File: config.mk
export PLATFORM = sky130hd
export DESIGN_NAME = serial_add_ctrl
export DESIGN_NICKNAME = d
export VERILOG_FILES = /design/src/rtl/serial_add_ctrl.sv
export SDC_FILE = /design/constraint.sdc
export NUM_CORES = 1
export LEC_CHECK = 0
export CORE_MARGIN = 4
export CORE_UTILIZATION = 52
export DETAILED_ROUTE_END_ITERATION = 12
export PLACE_DENSITY = 0.78
export RECOVER_POWER = 25
export SETUP_SLACK_MARGIN = 0.4
export SYNTH_ARGS = -nofsm -noshare
export SYNTH_HDL_FRONTEND = slang
export SYNTH_HIERARCHICAL = 1
export SYNTH_SLANG_ARGS = --single-unit
File: constraint.sdc
create_clock -name clk -period 2.1 [get_ports clk]
set_clock_uncertainty 0.2 [all_clocks]
set_input_delay 0.42 -clock clk [delete_from_list [all_inputs] [get_ports clk]]
set_output_delay 0.42 -clock clk [all_outputs]
set_load 0.1 [all_outputs]
File: src/rtl/serial_add_ctrl.sv
// Bit-serial adder: one full-adder step per clock, LSB first, with an
// IDLE/RUN/DONE controller and registered busy/done/sum/cout outputs.

module half_adder (
   input  logic x_i,
   input  logic y_i,
   output logic s_o,
   output logic c_o
);
   assign s_o = x_i ^ y_i;
   assign c_o = x_i & y_i;
endmodule

module serial_add_ctrl #(
   parameter int WIDTH = 8
) (
   input  logic             clk,
   input  logic             reset,
   input  logic             start,
   input  logic [WIDTH-1:0] a,
   input  logic [WIDTH-1:0] b,
   output logic             busy,
   output logic             done,
   output logic [WIDTH-1:0] sum,
   output logic             cout
);
   localparam int CNT_W = $clog2(WIDTH + 1);

   typedef enum logic [1:0] {IDLE, RUN, DONE} state_t;

   state_t           state_q;
   logic [WIDTH-1:0] a_q, b_q, res_q, res_d, sum_q;
   logic [CNT_W-1:0] cnt_q;
   logic             carry_q, carry_d, cout_q, busy_q, done_q;
   logic             psum, pcarry, sbit, scarry, last_bit;

   half_adder u_ha_ab (.x_i(a_q[0]), .y_i(b_q[0]),   .s_o(psum), .c_o(pcarry));
   half_adder u_ha_c  (.x_i(psum),   .y_i(carry_q),  .s_o(sbit), .c_o(scarry));

   assign carry_d  = pcarry | scarry;
   assign last_bit = (cnt_q == CNT_W'(WIDTH - 1));

   // New sum bit enters at the MSB so that after WIDTH steps bit 0 sits at the LSB.
   always_comb begin
      res_d            = res_q >> 1;
      res_d[WIDTH-1]   = sbit;
   end

   always_ff @(posedge clk or posedge reset) begin
      if (reset) begin
         state_q <= IDLE;
         a_q     <= '0;
         b_q     <= '0;
         res_q   <= '0;
         sum_q   <= '0;
         cnt_q   <= '0;
         carry_q <= 1'b0;
         cout_q  <= 1'b0;
         busy_q  <= 1'b0;
         done_q  <= 1'b0;
      end else begin
         case (state_q)
            IDLE: begin
               done_q <= 1'b0;
               if (start) begin
                  a_q     <= a;
                  b_q     <= b;
                  res_q   <= '0;
                  carry_q <= 1'b0;
                  cnt_q   <= '0;
                  busy_q  <= 1'b1;
                  state_q <= RUN;
               end
            end
            RUN: begin
               a_q     <= a_q >> 1;
               b_q     <= b_q >> 1;
               res_q   <= res_d;
               carry_q <= carry_d;
               cnt_q   <= cnt_q + CNT_W'(1);
               if (last_bit) begin
                  sum_q   <= res_d;
                  cout_q  <= carry_d;
                  busy_q  <= 1'b0;
                  done_q  <= 1'b1;
                  state_q <= DONE;
               end
            end
            DONE: begin
               done_q  <= 1'b0;
               state_q <= IDLE;
            end
            default: begin
               busy_q  <= 1'b0;
               done_q  <= 1'b0;
               state_q <= IDLE;
            end
         endcase
      end
   end

   assign busy = busy_q;
   assign done = done_q;
   assign sum  = sum_q;
   assign cout = cout_q;
endmodule

==> After elaboration in Yosys (flattened, before gate mapping) <==
Cells that the tools add are included.
{ "classes": {"n_addsub": 1, "eq_ne": 5, "mux": 18, "bitwise_logic": 6, "reduce_logical": 6} }
{ "ops": {"columns": ["op", "n"], "rows": [
  ["$pmux W8 S2", 3],
  ["$mux W8", 3],
  ["$pmux W4 S2", 1],
  ["$reduce_and A2 Y1", 3],
  ["$mux W1", 5],
  ["$add A4 B1 Y4 const B", 1],
  ["$eq A4 B3 Y1 const B", 1],
  ["$mux W2", 2],
  ["$mux W4", 1],
  ["$ne A2 B2 Y1 const B", 2],
  ["$pmux W2 S2", 1],
  ["$pmux W1 S3", 1],
  ["$reduce_and A3 Y1", 1],
  ["$and A1 B1 Y1", 2],
  ["$eq A2 B1 Y1 const B", 1],
  ["$eq A2 B2 Y1 const B", 1],
  ["$logic_not A2 Y1", 1],
  ["$pmux W1 S2", 1],
  ["$reduce_bool A2 Y1", 1],
  ["$xor A1 B1 Y1", 2],
  ["$not A1 Y1", 1],
  ["$or A1 B1 Y1", 1]
]} }
{ "totals": {"register_bits": 42, "in_bits": 19, "output_inout_bits": 11} }

==> Longest topological paths before layout <==
{ "logic_depth": {"word_depth": 4, "mapped_depth": 5, "mapped_depth_nobuf": 4} }

==> Modules after synthesis <==
The synthesis kept the hierarchy.
{ "by_module_without_submodules": {"columns": ["module", "instances", "cells_each", "area_per_inst_um2", "seq_area_each_um2"], "rows": [
  ["serial_add_ctrl", 1, 158, 1818.0, 1026.0],
  ["half_adder", 2, 1, 12.5, 0.0]
]} }

==> Worst setup path after synthesis <==
OpenSTA, ideal clock, no wires.
{ "synth_path": {"kind": "register to register", "startpoint": "register cnt_q[0]", "endpoint": "register sum_q[0], in the netlist sum[0]", "arrival_ns": 1.373, "path_slack_ns": 0.401, "path_stages_with_launch": 6, "n_path_buf": 1, "cell_sequence": "dfrtp_1 ha_1 and3b_4 and2_4 buf_12 mux2_4"} }
{ "synth_via": {"elab_chain_cells": 2} }
{ "synth_lines": {"columns": ["item", "line", "text"], "rows": [
  ["start, declared", "33", "logic [CNT_W-1:0] cnt_q;"],
  ["start signal, assigned", "80", "cnt_q <= cnt_q + CNT_W'(1);"],
  ["$eq A4 B3 Y1", "41", "assign last_bit = (cnt_q == CNT_W'(WIDTH - 1));"],
  ["$reduce_and A2 Y1 (no line)", null, null],
  ["end signal, assigned", "82", "sum_q <= res_d;"],
  ["end, declared", "32", "logic [WIDTH-1:0] a_q, b_q, res_q, res_d, sum_q;"]
]} }
Every way passes these cells.
A chain may end at the register's enable or synchronous reset.

==> Final worst setup path <==
{ "layout_path": {"startpoint": "register busy_q, in the netlist busy", "endpoint": "output port busy"} }
{ "layout_rtl": {"columns": ["item", "line", "text"], "rows": [
  ["start, declared", "34", "logic carry_q, carry_d, cout_q, busy_q, done_q;"],
  ["start signal, assigned", "59", "busy_q <= 1'b0;"],
  ["start signal, assigned", "71", "busy_q <= 1'b1;"],
  ["start signal, assigned", "84", "busy_q <= 1'b0;"],
  ["end, declared", "22", "output logic busy,"]
]} }
No word-level cell between the ends.

==> summary.md <==
| Metric | Value |
|---|---|
| Post-route setup slack | `0.453 ns` |
| CTS Buf Count | `5` |
| Pre-Repair DR Iteration Count | `4` |
| CP Class | `reg -> out` |
| Routed length per instance | `14.6 microns` |
| Yosys top cell area share | `0.557` |
| # rows | `21` |
| Die Width | `67.5 microns` |
| Ys Warns | `6` |
| Dominant combinational cell family by area after synthesis | `compound AO/OA/AOI/OAI gates` |
| Avg Vias per Cell | `5.43` |
| Fin. Hold Viols | `0` |
| Worst slack, placed | `0.0489 ns` |
| H-tree depth | `2` |
| Min Hold Slack | `0.298 ns` |
| Leakage | `1.16 nW` |
| Crit. End Element | `output pin` |
| Gpl congestion | `0.802` |
| I/O pins | `30` |
| Compound-Gate Fraction of Synth Area | `0.163` |
| Seq cells post-synth | `41` |
| Area Overhead vs Synth | `31.0%` |
| Initial core utilization | `0.544` |
| Port bufs | `29` |
| Share of cells above drive strength 1 | `0.219` |
| Slowest stage delay, CP | `0.47 ns` |
| Longest Clk Path Bufs | `2` |
| Final Cycle Share | `0.784` |
| Critical-path cell list | `buf_12` |
| Post-synthesis mux area share | `0.0774` |
| CP max FO | `3` |
| Peak VDD IR | `0.756 mV` |
| Area contributors post-synth | `dfrtp_1, and3b_1, mux2_4` |
| Pwr dens | `1550 nW/um^2` |
| NetSw | `1.56 mW` |
| Detailed router's first-iteration violation count | `57` |
| Die Ht | `67.5 microns` |
| Largest net degree at the start of global routing | `42` |
| CTS tree | `yes` |
| Gr usage total | `0.186` |
| Clk slew on worst S/H paths | `0.12 ns` |
| Combinational share of power | `0.507` |
| WP buf/inv | `1` |
| GR Overflow Total | `0` |
| DP HPWL | `2470 microns` |
| Clock network fraction of total power | `0.142` |
| Yosys top cell by area | `dfrtp_1` |
| CP max stage cell | `dfrtp_1` |
| Routed Antenna Nets | `0` |
| MaxCap Viol Count | `0` |
| Post-Synth Simple-Gate Area | `0.143` |
| Synth Area per Inst | `11.5 sq um` |
| CTS Hold Buffers Added | `0` |
| Crit path DAT | `1.03 ns` |
| Layout net count | `217` |
| Worst hold path class | `reg -> reg` |
| Die Area | `4560 sq um` |
| Crit path max-delay family | `flip-flops` |
| Relative slew slack | `0.355` |
| Register area share after synthesis | `0.557` |
| Met3 Usage GRT | `0.0383` |
| Clk sinks | `41` |
| First-pass GRT wire length | `6220 microns` |
| Initial antenna violation count | `0` |
| Sequential share of power | `0.351` |
| Final Total Pwr | `3.74 mW` |
| FMAX | `0.607 GHz` |
| Clk root buf | `clkbuf_4` |
| RSZ-0062 raised after global routing | `no` |
| Tmin final | `1.65 ns` |
| Cell count after synthesis | `160` |
| Xor/xnor share of the synthesized area | `0` |
| Req. time, crit path | `1.48 ns` |
| Int Power | `2.18 mW` |
| Mapped Area | `1840 sq um` |
| Startpoint types | `register` |
| Post-synthesis adder-cell area fraction | `0.0204` |
| Slew at the pin with the worst max-slew slack | `0.967 ns` |
| M2 GR Usage | `0.318` |
| Synth cell types | `25` |
| Via count | `1314` |
| Routing usage on met1 | `0.219` |
| Clock Latency Late Sink | `0.35 ns` |
| DRT Wirelength | `3530 microns` |
| Fill cells | `262` |
| ANT cells | `0` |
| DR DRC count | `0` |
| Setup TNS | `0 ns` |
| Status | `finished clean` |
| Vias in the first global route | `1404` |
| Net count after synthesis | `182` |
| Final slew viol count | `0` |
| Switching part of the total | `0.417` |
| Most used routing layer | `met2` |
| Core Box Area | `3390 sq um` |
| Final setup viols | `0` |
cell families after synthesis:
kind of cell	Yosys count
buf+inv	13
fa+ha+maj	3
compound gates	50
flops	41
simple gates	43
mux	10
synth_stat cells:
cell / n
a211oi_1: 1
a21oi_1: 20
a22o_1: 8
a22o_2: 1
and2_4: 1
and2b_4: 1
and3b_1: 14
and3b_4: 1
buf_12: 1
buf_2: 7
clkbuf_1: 2
dfrtp_1: 41
ha_1: 3
inv_1: 3
mux2_2: 2
mux2_4: 8
nand2_1: 18
nand3_1: 1
nand4_1: 1
nor2_1: 3
nor2b_1: 3
o21a_1: 1
o21ai_0: 17
o21bai_2: 1
o32ai_1: 1
layer usage:
| layer | wire length, microns | vias to the layer above |
|---|---|---|
| li1 | - | 637 |
| met4 | 91 | 0 |
| met5 | 0 | - |
| met3 | 175 | 9 |
| met1 | 1510 | 630 |
| met2 | 1760 | 38 |
power by group through the flow:
stage | clock network (mW) | registers (mW) | logic, mW
floorplan | 0 | 1.86 | 0.670
global placement | 0 | 1.31 | 1.78
detailed placement | 0 | 1.34 | 1.84
CTS | 0.539 | 1.32 | 1.88
global route | 0.568 | 1.35 | 2.02
finish | 0.531 | 1.31 | 1.90
path summary, 6_finish.rpt:
check	start	to	slack (ns)	cells after the start
setup / recovery	busy$_DFFE_PP0P_	busy	0.45	1
hold / removal	a_q[2]$_DFFE_PP0P_	a_q[2]$_DFFE_PP0P_	0.30	2
setup reg to reg	cnt_q[0]$_DFFE_PP0P_	sum[0]$_DFFE_PP0P_	0.46	4
hold reg to reg	a_q[2]$_DFFE_PP0P_	a_q[2]$_DFFE_PP0P_	0.30	2
max in group asynchronous	reset	a_q[2]$_DFFE_PP0P_	0.49	3
min in group asynchronous	reset	sum[7]$_DFFE_PP0P_	0.60	3
state kept, by name, summed over array words and instances, names as in the netlist:
| signal | count |
|---|---|
| busy | 1 |
| state_q | 2 |
| cout | 1 |
| done | 1 |
| sum | 8 |
| cnt_q | 4 |
| a_q | 8 |
| res_q | 7 |
| carry_q | 1 |
| b_q | 8 |
final cells by class:
class | instances | area [sq um] | area share
flip-flops and latches | 41 | 1030 | 0.425
multi-input cells | 107 | 757 | 0.314
repair buffers | 37 | 477 | 0.198
well taps | 46 | 57.6 | 0.0238
clock buffers | 7 | 55.1 | 0.0228
clock inverters | 1 | 30.0 | 0.0124
inverters | 3 | 11.3 | 0.00467
stage by stage:
step | std cells | util | area (sq um)
5_1_grt | 242 | 0.712 | 2410
3_5_place_dp | 230 | 0.675 | 2290
3_3_place_gp | 230 | 0.675 | 2290
2_1_floorplan | 160 | - | 1840
6_report | 242 | 0.712 | 2410
4_1_cts | 241 | 0.707 | 2400
what timing repair did:
action                                  in CTS  in global routing
gates cloned                                 1                  0
resized for setup                            0                  4
endpoints found under the setup margin       8                  7
setup buffers                                2                  1
cells in the final DEF, fill, tap and decap left out, drive strengths merged, types with 8 or more instances in the layout:
| master | Yosys | final |
|---|---|---|
| a21oi | 20 | 20 |
| a22o | 9 | 9 |
| and3b | 15 | 15 |
| buf | 8 | 18 |
| clkbuf | 2 | 8 |
| clkdlybuf4s50 | 0 | 16 |
| dfrtp | 41 | 41 |
| mux2 | 10 | 10 |
| nand2 | 18 | 18 |
| o21ai | 17 | 17 |
Power figures use the tool's default switching activity.
